$ cat src/rtl/display_scan_ctrl.sv
// Time-multiplexed scan controller for an 8-digit seven-segment display.
// Steps the digit select at a fixed rate; new display words take effect only at frame boundaries.
module display_scan_ctrl #(
  parameter int TICK_DIV = 100000
) (
  input  logic        clk,
  input  logic        rst,
  input  logic        load,
  input  logic [31:0] value_in,
  input  logic [7:0]  digit_en_in,
  input  logic        blank_lz,
  output logic [3:0]  hex_out,
  output logic [2:0]  digit_sel,
  output logic        blank_out,
  output logic        pend,
  output logic        frame_done
);

  localparam int CNT_W = (TICK_DIV > 1) ? $clog2(TICK_DIV) : 1;
  localparam logic [CNT_W-1:0] TICK_MAX = CNT_W'(TICK_DIV - 1);

  logic [CNT_W-1:0] tick_cnt_q, tick_cnt_d;
  logic [2:0]       digit_sel_q, digit_sel_d;
  logic [31:0]      val_p_q, val_p_d, val_a_q, val_a_d;
  logic [7:0]       en_p_q, en_p_d, en_a_q, en_a_d;
  logic             lz_p_q, lz_p_d, lz_a_q, lz_a_d;
  logic             pend_q, pend_d;
  logic             frame_done_q, frame_done_d;
  logic             tick, wrap;

  assign tick = (tick_cnt_q == TICK_MAX);
  assign wrap = tick && (digit_sel_q == 3'd7);

  always_comb begin
    tick_cnt_d   = tick ? '0 : tick_cnt_q + 1'b1;
    digit_sel_d  = tick ? digit_sel_q + 3'd1 : digit_sel_q;
    frame_done_d = wrap;
    val_p_d      = val_p_q;
    en_p_d       = en_p_q;
    lz_p_d       = lz_p_q;
    val_a_d      = val_a_q;
    en_a_d       = en_a_q;
    lz_a_d       = lz_a_q;
    pend_d       = pend_q;
    if (load && !wrap) begin
      val_p_d = value_in;
      en_p_d  = digit_en_in;
      lz_p_d  = blank_lz;
      pend_d  = 1'b1;
    end else if (wrap) begin
      // A load landing on the boundary bypasses the pending set entirely.
      if (load) begin
        val_a_d = value_in;
        en_a_d  = digit_en_in;
        lz_a_d  = blank_lz;
      end else if (pend_q) begin
        val_a_d = val_p_q;
        en_a_d  = en_p_q;
        lz_a_d  = lz_p_q;
      end
      pend_d = 1'b0;
    end
  end

  always_ff @(posedge clk) begin
    if (rst) begin
      tick_cnt_q   <= '0;
      digit_sel_q  <= 3'd0;
      val_p_q      <= 32'd0;
      en_p_q       <= 8'hFF;
      lz_p_q       <= 1'b0;
      val_a_q      <= 32'd0;
      en_a_q       <= 8'hFF;
      lz_a_q       <= 1'b0;
      pend_q       <= 1'b0;
      frame_done_q <= 1'b0;
    end else begin
      tick_cnt_q   <= tick_cnt_d;
      digit_sel_q  <= digit_sel_d;
      val_p_q      <= val_p_d;
      en_p_q       <= en_p_d;
      lz_p_q       <= lz_p_d;
      val_a_q      <= val_a_d;
      en_a_q       <= en_a_d;
      lz_a_q       <= lz_a_d;
      pend_q       <= pend_d;
      frame_done_q <= frame_done_d;
    end
  end

  // zero_from[k] is set when nibbles k..7 of the active word are all zero.
  logic [3:0] nib [8];
  logic [8:0] zero_from;
  assign zero_from[8] = 1'b1;

  genvar gi;
  generate
    for (gi = 0; gi < 8; gi++) begin : g_nib
      assign nib[gi]       = val_a_q[4*gi +: 4];
      assign zero_from[gi] = (nib[gi] == 4'd0) && zero_from[gi+1];
    end
  endgenerate

  logic lz_hit;
  assign lz_hit = lz_a_q && (digit_sel_q != 3'd0) && zero_from[digit_sel_q];

  assign hex_out    = nib[digit_sel_q];
  assign digit_sel  = digit_sel_q;
  assign blank_out  = !en_a_q[digit_sel_q] || lz_hit;
  assign pend       = pend_q;
  assign frame_done = frame_done_q;

endmodule

$ cat config.mk
export PLATFORM = sky130hd
export DESIGN_NAME = display_scan_ctrl
export DESIGN_NICKNAME = d
export VERILOG_FILES = /design/src/rtl/display_scan_ctrl.sv
export SDC_FILE = /design/constraint.sdc
export NUM_CORES = 1
export LEC_CHECK = 0
export ABC_AREA = 1
export CORE_MARGIN = 3
export CORE_UTILIZATION = 40
export CTS_BUF_LIST = sky130_fd_sc_hd__clkbuf_4 sky130_fd_sc_hd__clkbuf_8
export CTS_CLUSTER_SIZE = 10
export DETAILED_ROUTE_END_ITERATION = 8
export PLACE_DENSITY = 0.69
export SLEW_MARGIN = 20
export SYNTH_ARGS = -nofsm -noshare
export SYNTH_HDL_FRONTEND = slang
export SYNTH_SLANG_ARGS = --single-unit
$ cat constraint.sdc
create_clock -name clk -period 1.6 [get_ports clk]
set_input_delay 0.32 -clock clk [delete_from_list [all_inputs] [get_ports clk]]
set_output_delay 0.32 -clock clk [all_outputs]
set_load 0.02 [all_outputs]
Yosys cells after proc, flatten, opt, wreduce, memory -nomap -nowiden
Index checks and enable logic that the tools add are counted.
{"block": "totals", "inputBits": 44, "regBits": 104, "wordCells": 61, "output_inout_bits": 10}
{"block": "classes", "order_cmp": 3, "mux": 15, "eq_ne": 2, "reduce_logical": 27, "bitwise": 2, "addsub": 2}
{"cell": "$mux 32", "n": 2}
{"cell": "$logic_not 4->1", "n": 8}
{"cell": "$add 17x1->17 const B", "n": 1}
{"cell": "$eq 17x17->1 const B", "n": 1}
{"cell": "$mux 8", "n": 2}
{"cell": "$bmux 4 s3", "n": 1}
{"cell": "$logic_and 1x1->1", "n": 11}
{"cell": "$mux 4", "n": 2}
{"cell": "$bmux 1 s3", "n": 2}
{"cell": "$mux 1", "n": 6}
{"cell": "$lt 3x5->1 const B", "n": 1}
{"cell": "$ge 4x4->1 const B", "n": 1}
{"cell": "$lt 3x4->1 const B", "n": 1}
{"cell": "$not 3->4", "n": 1}
{"cell": "$reduce_bool 2->1", "n": 2}
{"cell": "$add 3x1->3 const B", "n": 1}
{"cell": "$eq 3x3->1 const B", "n": 1}
{"cell": "$reduce_and 3->1", "n": 1}
{"cell": "$reduce_bool 3->1", "n": 1}
{"cell": "$logic_not 1->1", "n": 2}
{"cell": "$reduce_or 2->1", "n": 1}
{"cell": "$logic_or 1x1->1", "n": 1}
{"cell": "$not 1->1", "n": 1}

Logic depth before layout (Yosys ltp)
Gate-level depths: netlist of the first run.
{"block": "logic_depth", "ltp_word": 12, "depth_mapped": 10, "ltp_nobuf": 9}

Worst setup path after synthesis of the first run
OpenSTA, ideal clock, no wires.
{"block": "synth_timing", "path_kind": "flip-flop to output port", "from": "register digit_sel_q[1], in the netlist digit_sel[1]", "to": "output blank_out", "path_slack_ps": -358, "t_arrival_ps": 1638, "required_ps": 1280, "path_stages_with_launch": 11, "n_path_buf": 1, "path_cell_list": "dfxtp_1 inv_1 buf_1 ha_1 nand2_1 nand3_1 nor2_1 nand3_1 a21oi_1 nand2_1 nand2_1"}
{"block": "synth_via", "elab_chain_len": 4, "elab_cells_between_ends": 9, "cone_classes": "4 x mux; 5 x reduce/logical"}
{"item": "start: declaration", "line": "23", "source": "logic [2:0] digit_sel_q, digit_sel_d;"}
{"item": "start signal: assignment", "line": "79", "source": "digit_sel_q <= digit_sel_d;"}
{"item": "$bmux 1 s3, or another cell as far along", "line": "109", "source": "assign blank_out = !en_a_q[digit_sel_q] || lz_hit;"}
{"item": "$mux 1 (not written as such), or another cell as far along", "line": "109"}
{"item": "$logic_not 1->1 or $logic_and 1x1->1 (tied branches)", "line": "109, 105"}
{"item": "$logic_or 1x1->1 (*)", "line": "109"}
{"item": "end: declaration", "line": "14", "source": "output logic blank_out,"}
Every way passes the cells marked *; elsewhere a longest branch is shown, timed or not. The select of a mux whose other input is x is not followed.

Final worst setup path of the first run
{"block": "layout_timing", "from": "register digit_sel_q[0], in the netlist digit_sel[0]", "to": "output blank_out"}
Same word-level chain as after synthesis.

==> results.cfg, run 1 <==
[sta]
rsz0062_at_grt = true
finalCriticalPeriod_ns = 1.962
fmax_mhz = 509.6
worstMarginPinSlew_ns = 0.2999
postLayoutSetupSlackWorst_ns = -0.3624
slew_viol_final = 0
setup_viol = 88
skew_ns = 0.01178
hold_viol = 0
fin_crit_sh_pct = 122.7
relSlewSlack_pct = 79.93

[worst_setup_path]
crit_chain = inv_4 -> ha_4 -> nand2_2 -> nand3_2 -> nor2_4 -> nand3_2 -> a21oi_2 -> nand2_1 -> nand2_2 -> buf_6
slowest_delay_ns = 0.38
critPathKind = register to output pin
critical_path.max_fanout = 3
startpoint_type = register
slowest_stage = dfxtp_4
cp.arrival_ns = 1.64
cp_top_family = simple AND/OR/NAND/NOR gates
critPathBufInv = 2
required_ns = 1.28
cp-end-kind = output pin

[synth]
ys_async_sr_fraction_pct = 0
synth_cell_type_count = 25
synth_warnings = 0
avgSynthCellArea_um2 = 6.572
synth_edf_count = 0
synth-seq-cells = 104
syn_nets = 887
netlist_area_um2 = 5514
synthFlopType = dfxtp_1
yosysSeqAreaShare_pct = 37.76
netlist_instances = 839

[route]
drc = 0
finalWirelength_um = 15310
drtPass1Iterations = 5
viasPerCell = 4.896
wire_per_inst_um = 13.42
vias = 5586
ant_nets = 0
drtIter0Drc = 450

[clock_network]
ctsHoldBuffers = 0
cts_tree = built
cts_max_path_buffers = 2
cts_max_level = 3
clock_sinks = 104
cts_inserted_buffers = 9
clk_latency_ns = 0.39
root_buffer = clkbuf_8
clk_pin_slew_ns = 0.10

[placed_design]
gp_congestion = 0.8656
place_inst = 1106
place_ws_ns = -0.4574
io_buffer_count = 53
hpwl_um = 9850

[final_layout]
syn2layout_area_growth_pct = 37.87
antennaDiodeCount = 0
final_common_cell = nand2_1
fin_util_pct = 56.96
fin_cells = 1141
final_cell_mix = nand2_1, inv_1, nor2_1
drive_gt1_share_pct = 17.93
fin_nets = 1010
num-fill-cells = 1241

[hold_path]
hold_path.class = input pin to register

[global_route]
grt_antenna_before_repair = 0
grt_pass1_wl_um = 24980
grt_use_total_pct = 20.85
grt_max_degree = 51
grt_pass1_vias = 5105
gr-total-overflow = 0

[floorplanning]
start_util_pct = 41.31
dieHeight_um = 123.4
core_area_um2 = 13350
num_io_pins = 54
die_w_um = 123.4
dieArea_um2 = 15230
rows = 42

[power_and_ir_drop]
peakVddDrop_uv = 610.7
cellPowerDensity_nw_per_um2 = 645.5
leakage_nw = 3.653

[run_status]
status = finished with violations
violations = setup timing

[run]
maxCapViolCount = 0
-- sequential cells by signal, summed over array words and instances (netlist names) --
name,cells
val_a_q,32
lz_p_q,1
en_a_q,8
digit_sel,3
val_p_q,32
frame_done,1
en_p_q,8
tick_cnt_q,17
lz_a_q,1
pend,1
-- cell usage after synthesis, drive strengths merged (4+ instances only) --
library cell | number | share of area (%)
a21oi | 61 | 5.5
o21ai | 28 | 2.5
buf | 29 | 2.4
nor2 | 109 | 8.0
xor2 | 6 | 0.95
clkbuf | 23 | 1.6
dfxtp | 104 | 38
nand3 | 78 | 7.2
ha | 4 | 0.91
a31oi | 4 | 0.45
nand4 | 42 | 4.9
inv | 119 | 8.1
nand2 | 191 | 13
mux2i | 33 | 6.0
-- per-stage QoR --
stage	power, mW	setup TNS (ns)	hold WS (ns)	instance area (um2)
3_3_place_gp	3.312	-12.13	0.4387	6905
5_1_grt	5.108	-23.99	0.4200	7602
3_5_place_dp	3.322	-13.87	0.4432	6905
6_report	4.907	-17.06	0.4021	7602
4_1_cts	4.933	-14.15	0.3851	7546
2_1_floorplan	3.080	-0.006672	0.3924	5580
-- final timing paths --
kind                                                 from                     end  slack [ns]  cells after the start
worst max register to register  digit_sel[0]$_SDFFE_PP0P_     lz_a_q$_SDFFE_PP0P_       -0.31                     11
worst min register to register     en_p_q[0]$_SDFFE_PP1P_  en_p_q[0]$_SDFFE_PP1P_        0.46                      2
worst min-delay path                                 load       pend$_SDFFE_PP0P_        0.40                      4
worst max-delay path            digit_sel[0]$_SDFFE_PP0P_               blank_out       -0.36                     10
-- where the power goes --
group	total, mW	leakage, nW	internal [mW]	switching (mW)
clock	1.63	0.0914	0.720	0.914
sequential	2.70	0.852	2.66	0.0407
combinational	0.569	2.71	0.277	0.292
-- cell families (layout without fill, tap and decap cells) --
family / after synthesis / after routing / synth area share, %
XOR/XNOR: 7 / 7 / 1.112
multiplexers: 33 / 33 / 5.991
adder cells (fa/ha/maj): 4 / 4 / 0.9077
AND/OR/NAND/NOR: 425 / 425 / 33.51
flip-flops: 104 / 104 / 37.76
AO/OA/AOI/OAI: 93 / 93 / 8.532
buffers and inverters: 173 / 299 / 12.19
-- cell type report --
class / instances / area (um2) / area share (%)
Multi-Input combinational cell: 562 / 2865 / 37.69
Sequential cell: 104 / 2093 / 27.53
Clock inverter: 4 / 47.55 / 0.6254
Timing Repair Buffer: 164 / 1788 / 23.52
Inverter: 121 / 456.7 / 6.007
Tap cell: 176 / 220.2 / 2.897
Clock buffer: 10 / 131.4 / 1.728
-- worst min-delay path, cell delays in order --
cell and delay (ns):
buf_4 0.15, nor2_2 0.06, buf_4 0.14, nor2_1 0.09
-- layer usage --
layer	part of all wire [%]	wire [um]	GRT usage (%)	vias up
met5	0	0	0	-
met3	4.9	754	2.882	20
met4	1.8	271	7.543	0
met1	47	7235	29.18	2504
met2	46	7052	32.79	148
li1	-	-	-	2914
-- repair_timing --
action                                  4_1_cts  5_1_grt
endpoints found under the setup margin       94       94
resized for setup                            63       13
pin swaps                                     7        0
setup buffers                                 8        2
gates cloned                                 10        1
Note: power is estimated with default switching activity, not from simulation.
==> run 2: changes to the inputs <==
--- a/config.mk
+++ b/config.mk
@@ -6,12 +6,14 @@
 export NUM_CORES = 1
 export LEC_CHECK = 0
 export ABC_AREA = 1
+export CELL_PAD_IN_SITES_DETAIL_PLACEMENT = 0
+export CELL_PAD_IN_SITES_GLOBAL_PLACEMENT = 1
 export CORE_MARGIN = 3
-export CORE_UTILIZATION = 40
+export CORE_UTILIZATION = 38
 export CTS_BUF_LIST = sky130_fd_sc_hd__clkbuf_4 sky130_fd_sc_hd__clkbuf_8
 export CTS_CLUSTER_SIZE = 10
 export DETAILED_ROUTE_END_ITERATION = 8
-export PLACE_DENSITY = 0.69
+export PLACE_DENSITY = 0.85
 export SLEW_MARGIN = 20
 export SYNTH_ARGS = -nofsm -noshare
 export SYNTH_HDL_FRONTEND = slang
==> run 2 against run 1 <==
The flow still finishes with violations (setup timing). Non-clock buffer count down 1. Power down 0.83%. First-iteration DRC count down 36%. Worst setup slack worse by 0.018 ns. Sequential power about the same. Clock-buffer cell count up 3. Via count down 1.8%. Utilization down 1.8 points. Sequential cell count unchanged. Largest cell class unchanged.
==> results.cfg, run 2 (synthesis results as in run 1) <==
[final_layout]
syn2layout_area_growth_pct = 40.46
final_cell_mix = nand2_1, dfxtp_1, inv_1
multiInputGateArea_um2 = 3085
final_common_cell = nand2_1
design_area_um2 = 7745
antennaDiodeCount = 0
num-fill-cells = 1291
fin_nets = 1009
reg.largest.list = val_a_q (32), val_p_q (32), tick_cnt_q (17)
regArea_um2 = 2093
drive_gt1_share_pct = 24.66

[global_route]
grt_pass1_wl_um = 23500
grt_pass1_vias = 4787
grt_antenna_before_repair = 0
gr-total-overflow = 0
grt_use_total_pct = 17.99
grt_max_degree = 42

[power_and_ir_drop]
leakage_nw = 3.632
totalPowerFinal_mw = 4.866
peakVddDrop_uv = 485.6
cellPowerDensity_nw_per_um2 = 628.3

[placed_design]
place_area_um2 = 6898
gp_congestion = 0.9026
place_ws_ns = -0.4431
io_buffer_count = 53
hpwl_um = 10000

[route]
vias = 5486
drtPass1Iterations = 5
finalWirelength_um = 15750
drc = 0
viasPerCell = 4.791
drtIter0Drc = 286
ant_nets = 0
wire_per_inst_um = 13.76

[sta]
fmax_mhz = 505.0
fin_crit_sh_pct = 123.8
hold_viol = 0
skew_ns = 0.01268
postLayoutSetupSlackWorst_ns = -0.3801
worstMarginPinSlew_ns = 0.3422
whs_ns = 0.4288
finalCriticalPeriod_ns = 1.980
relSlewSlack_pct = 77.19
rsz0062_at_grt = true
slew_viol_final = 0
fin_setup_tns_ns = -5.632
setup_viol = 65

[clock_network]
clk_pin_slew_ns = 0.09
root_buffer = clkbuf_8
clock_sinks = 104
cts_max_level = 3
cts_inserted_buffers = 9
clk_latency_ns = 0.39
cts_tree = built
cts_max_path_buffers = 2

[worst_setup_path]
cp.arrival_ns = 1.66
cp-end-kind = output pin
startpoint_type = register
critical_path.max_fanout = 4
critPathKind = register to output pin
required_ns = 1.28

[floorplanning]
core_area_um2 = 14040
dieHeight_um = 126.5
start_util_pct = 39.27
num_io_pins = 54
die_w_um = 126.5
dieArea_um2 = 15990
rows = 43

[hold_path]
hold_path.class = input pin to register

[run_status]
status = finished with violations
violations = setup timing

[run]
maxCapViolCount = 0
==> run 2: cell count changes in the layout (fill, tap and decap cells not counted), sizes merged <==
cell and change:
clkbuf +7, bufbuf -4, clkinv -2, buf -1, bufinv -1, clkinvlp +1
==> run 2: layout make-up <==
| type | count | area share, % |
|---|---|---|
| Multi-Input combinational cell | 562 | 39.84 |
| Sequential cell | 104 | 27.03 |
| Timing Repair Buffer | 163 | 21.95 |
| Inverter | 121 | 5.929 |
| Tap cell | 180 | 2.908 |
| Clock buffer | 13 | 2.149 |
| Clock inverter | 2 | 0.1939 |
==> run 2: stage by stage <==
| stage | instances | util, % |
|---|---|---|
| floorplan | 839 | - |
| global placement | 1110 | 49.12 |
| detailed placement | 1110 | 49.12 |
| CTS | 1132 | 51.72 |
| global route | 1145 | 55.15 |
| finish | 1145 | 55.15 |
==> run 2: metal layers <==
layer | GRT usage, % | vias to the layer above | part of all wire (%)
met2 | 27.33 | 103 | 46
met3 | 2.863 | 25 | 4.2
met1 | 25.89 | 2447 | 48
met4 | 6.309 | 0 | 1.7
li1 | - | 2911 | -
met5 | 0 | - | 0
==> run 2: path summary, 6_finish.rpt <==
path                                           startpoint                  endpoint  slack [ns]  depth (start not counted)
worst max-delay path            digit_sel[0]$_SDFFE_PP0P_                 blank_out       -0.38                         10
worst min-delay path                                 load         pend$_SDFFE_PP0P_        0.43                          4
worst min register to register     en_p_q[0]$_SDFFE_PP1P_    en_p_q[0]$_SDFFE_PP1P_        0.47                          2
worst max register to register   tick_cnt_q[1]$_SDFF_PP0_  val_a_q[25]$_SDFFE_PP0P_       -0.12                         10
==> run 2: what timing repair did <==
| action | in CTS | in global routing |
|---|---|---|
| pin swaps | 6 | 43 |
| gates resized for setup | 56 | 107 |
| setup buffers | 4 | 3 |
| setup endpoints to repair | 94 | 93 |
| cloned | 3 | 10 |
| hold buffers | 0 | 0 |
==> run 2: power by group <==
group | total, mW | switching (mW) | internal (mW) | leakage (nW)
combinational | 0.573 | 0.297 | 0.276 | 2.69
sequential | 2.71 | 0.0417 | 2.66 | 0.852
clock | 1.59 | 0.908 | 0.679 | 0.0886
==> run 2: critical path, stage by stage (launching register included) <==
cell and delay (ns):
dfxtp_4 0.38, inv_4 0.05, ha_4 0.15, nand2_2 0.07, nand3_2 0.06, nor2_1 0.11
nand3_1 0.10, a21oi_2 0.10, nand2_1 0.08, nand2_2 0.08, buf_6 0.11
==> run 3: changes to the inputs <==
--- a/config.mk
+++ b/config.mk
@@ -13,6 +13,7 @@
 export CTS_BUF_LIST = sky130_fd_sc_hd__clkbuf_4 sky130_fd_sc_hd__clkbuf_8
 export CTS_CLUSTER_SIZE = 10
 export DETAILED_ROUTE_END_ITERATION = 8
+export MAX_ROUTING_LAYER = met4
 export PLACE_DENSITY = 0.85
 export SLEW_MARGIN = 20
 export SYNTH_ARGS = -nofsm -noshare
==> run 3 against run 2 <==
The flow still finishes with violations (setup timing). Sequential share of layout area rose by 0.16 points. Power decreased by 0.22%. First-iteration DRC count shrank 3.1%. Combinational power barely moved. Worst setup slack better by 0.0098 ns. Cell count barely moved. Critical path depth is the same. Sequential cell count did not move. Maximum frequency grew 0.50%. Utilization shrank 0.33 points. Critical path type unchanged. Critical endpoint unchanged. Largest cell class unchanged. Highest routed layer unchanged.
==> results.cfg, run 3 (synthesis results as in run 1) <==
[hold_path]
hold_depth = 4
holdCritStartpoint = load
hold_end = pend$_SDFFE_PP0P_
hold_path.class = input pin to register

[sta]
finalCriticalPeriod_ns = 1.970
rsz0062_at_grt = true
fin_crit_sh_pct = 123.1
fmax_mhz = 507.5
worstMarginPinSlew_ns = 0.3473
whs_ns = 0.4373
skew_ns = 0.01203
postLayoutSetupSlackWorst_ns = -0.3703
fin_setup_tns_ns = -5.428
setup_viol = 66
slew_viol_final = 0
hold_viol = 0
relSlewSlack_pct = 76.85

[floorplanning]
dieArea_um2 = 15990
dieHeight_um = 126.5
core_area_um2 = 14040
num_io_pins = 54
die_w_um = 126.5
rows = 43
start_util_pct = 39.27

[worst_setup_path]
cp.arrival_ns = 1.65
crit-reg2reg-capture = val_a_q[11]$_SDFFE_PP0P_
required_ns = 1.28
critical_path.max_fanout = 4
rr_worst_depth = 10
cp-end-kind = output pin
reg2reg_from = tick_cnt_q[1]$_SDFF_PP0_
startpoint_type = register
reg2reg_slack_ns = -0.12
critPathKind = register to output pin

[global_route]
grt_pass1_wl_um = 23510
grt_use_total_pct = 18.50
grt_max_degree = 42
gr-total-overflow = 0
grt_antenna_before_repair = 0
grt_pass1_vias = 4790

[final_layout]
fin_cells = 1144
fin_util_pct = 54.82
syn2layout_area_growth_pct = 39.62
design_area_um2 = 7699
final_common_cell = nand2_1
final_cell_mix = nand2_1, dfxtp_1, inv_1
antennaDiodeCount = 0
num-fill-cells = 1309
drive_gt1_share_pct = 24.17
reg.largest.list = val_a_q (32), val_p_q (32), tick_cnt_q (17)
fin_nets = 1008

[clock_network]
cts_max_path_buffers = 2
ctsHoldBuffers = 0
clk_latency_ns = 0.38
cts_tree = built
cts_inserted_buffers = 9
root_buffer = clkbuf_8
clock_sinks = 104
cts_max_level = 3
clk_pin_slew_ns = 0.09

[power_and_ir_drop]
totalPowerFinal_mw = 4.856
peakVddDrop_uv = 484.9
leakage_nw = 3.615
cellPowerDensity_nw_per_um2 = 630.7

[placed_design]
place_area_um2 = 6898
hpwl_um = 10000
gp_congestion = 0.9181
place_ws_ns = -0.4431
place_inst = 1110
io_buffer_count = 53

[route]
finalWirelength_um = 15430
viasPerCell = 4.733
drc = 0
ant_nets = 0
wire_per_inst_um = 13.49
drtIter0Drc = 277
drtPass1Iterations = 5
vias = 5415

[run]
maxCapViolCount = 0

[run_status]
status = finished with violations
violations = setup timing
==> run 3: cell count changes in the layout (fill, tap and decap cells not counted), sizes merged <==
cell,previous run,this run
clkdlybuf4s15,1,2
clkbuf,20,19
buf,111,110
==> run 3: timing repair <==
| item | 4_1_cts | 5_1_grt |
|---|---|---|
| pin swaps | 6 | 41 |
| gates cloned | 3 | 9 |
| buffers inserted | 4 | 3 |
| gates resized for setup | 56 | 97 |
| endpoints found under the setup margin | 94 | 92 |
==> run 3: worst max path at each step <==
stage | startpoint | endpoint | slack (ns) | depth (start not counted)
finish | digit_sel[0]$_SDFFE_PP0P_ | blank_out | -0.37 | 10
detailed placement | digit_sel[0]$_SDFFE_PP0P_ | blank_out | -0.44 | 10
CTS | digit_sel[0]$_SDFFE_PP0P_ | blank_out | -0.37 | 10
global placement | digit_sel[0]$_SDFFE_PP0P_ | blank_out | -0.42 | 10
global route | digit_sel[0]$_SDFFE_PP0P_ | blank_out | -0.45 | 10
floorplan | digit_sel[1]$_SDFFE_PP0P_ | blank_out | -0.005 | 10
==> run 3: per-layer routing <==
metal | global-route usage [%] | up-vias | share of wire [%]
met1 | 25.73 | 2387 | 48
met4 | 6.309 | 0 | 1.9
li1 | - | 2915 | -
met5 | - | - | 0
met2 | 27.55 | 93 | 45
met3 | 2.737 | 20 | 4.2
==> run 3: area by class of cell <==
cell class / instances / area (um2) / share of cell area, %
flip-flops and latches: 104 / 2093 / 27.19
repair buffers: 162 / 1682 / 21.84
multi-input cells: 562 / 3058 / 39.72
clock buffers: 13 / 166.4 / 2.162
clock inverters: 2 / 15.01 / 0.1950
well taps: 180 / 225.2 / 2.925
inverters: 121 / 459.2 / 5.965
==> run 3: critical path, cell delays in order, from the launching register on <==
cell     delay, ns
dfxtp_4       0.38
inv_4         0.05
ha_4          0.15
nand2_2       0.07
nand3_2       0.06
nor2_1        0.10
nand3_1       0.10
a21oi_2       0.11
nand2_1       0.08
nand2_2       0.08
buf_6         0.11
==> run 3: where the power goes <==
part | internal (mW) | switching, mW | leakage, nW
sequential | 2.66 | 0.0416 | 0.852
clock | 0.679 | 0.897 | 0.0886
combinational | 0.276 | 0.297 | 2.67
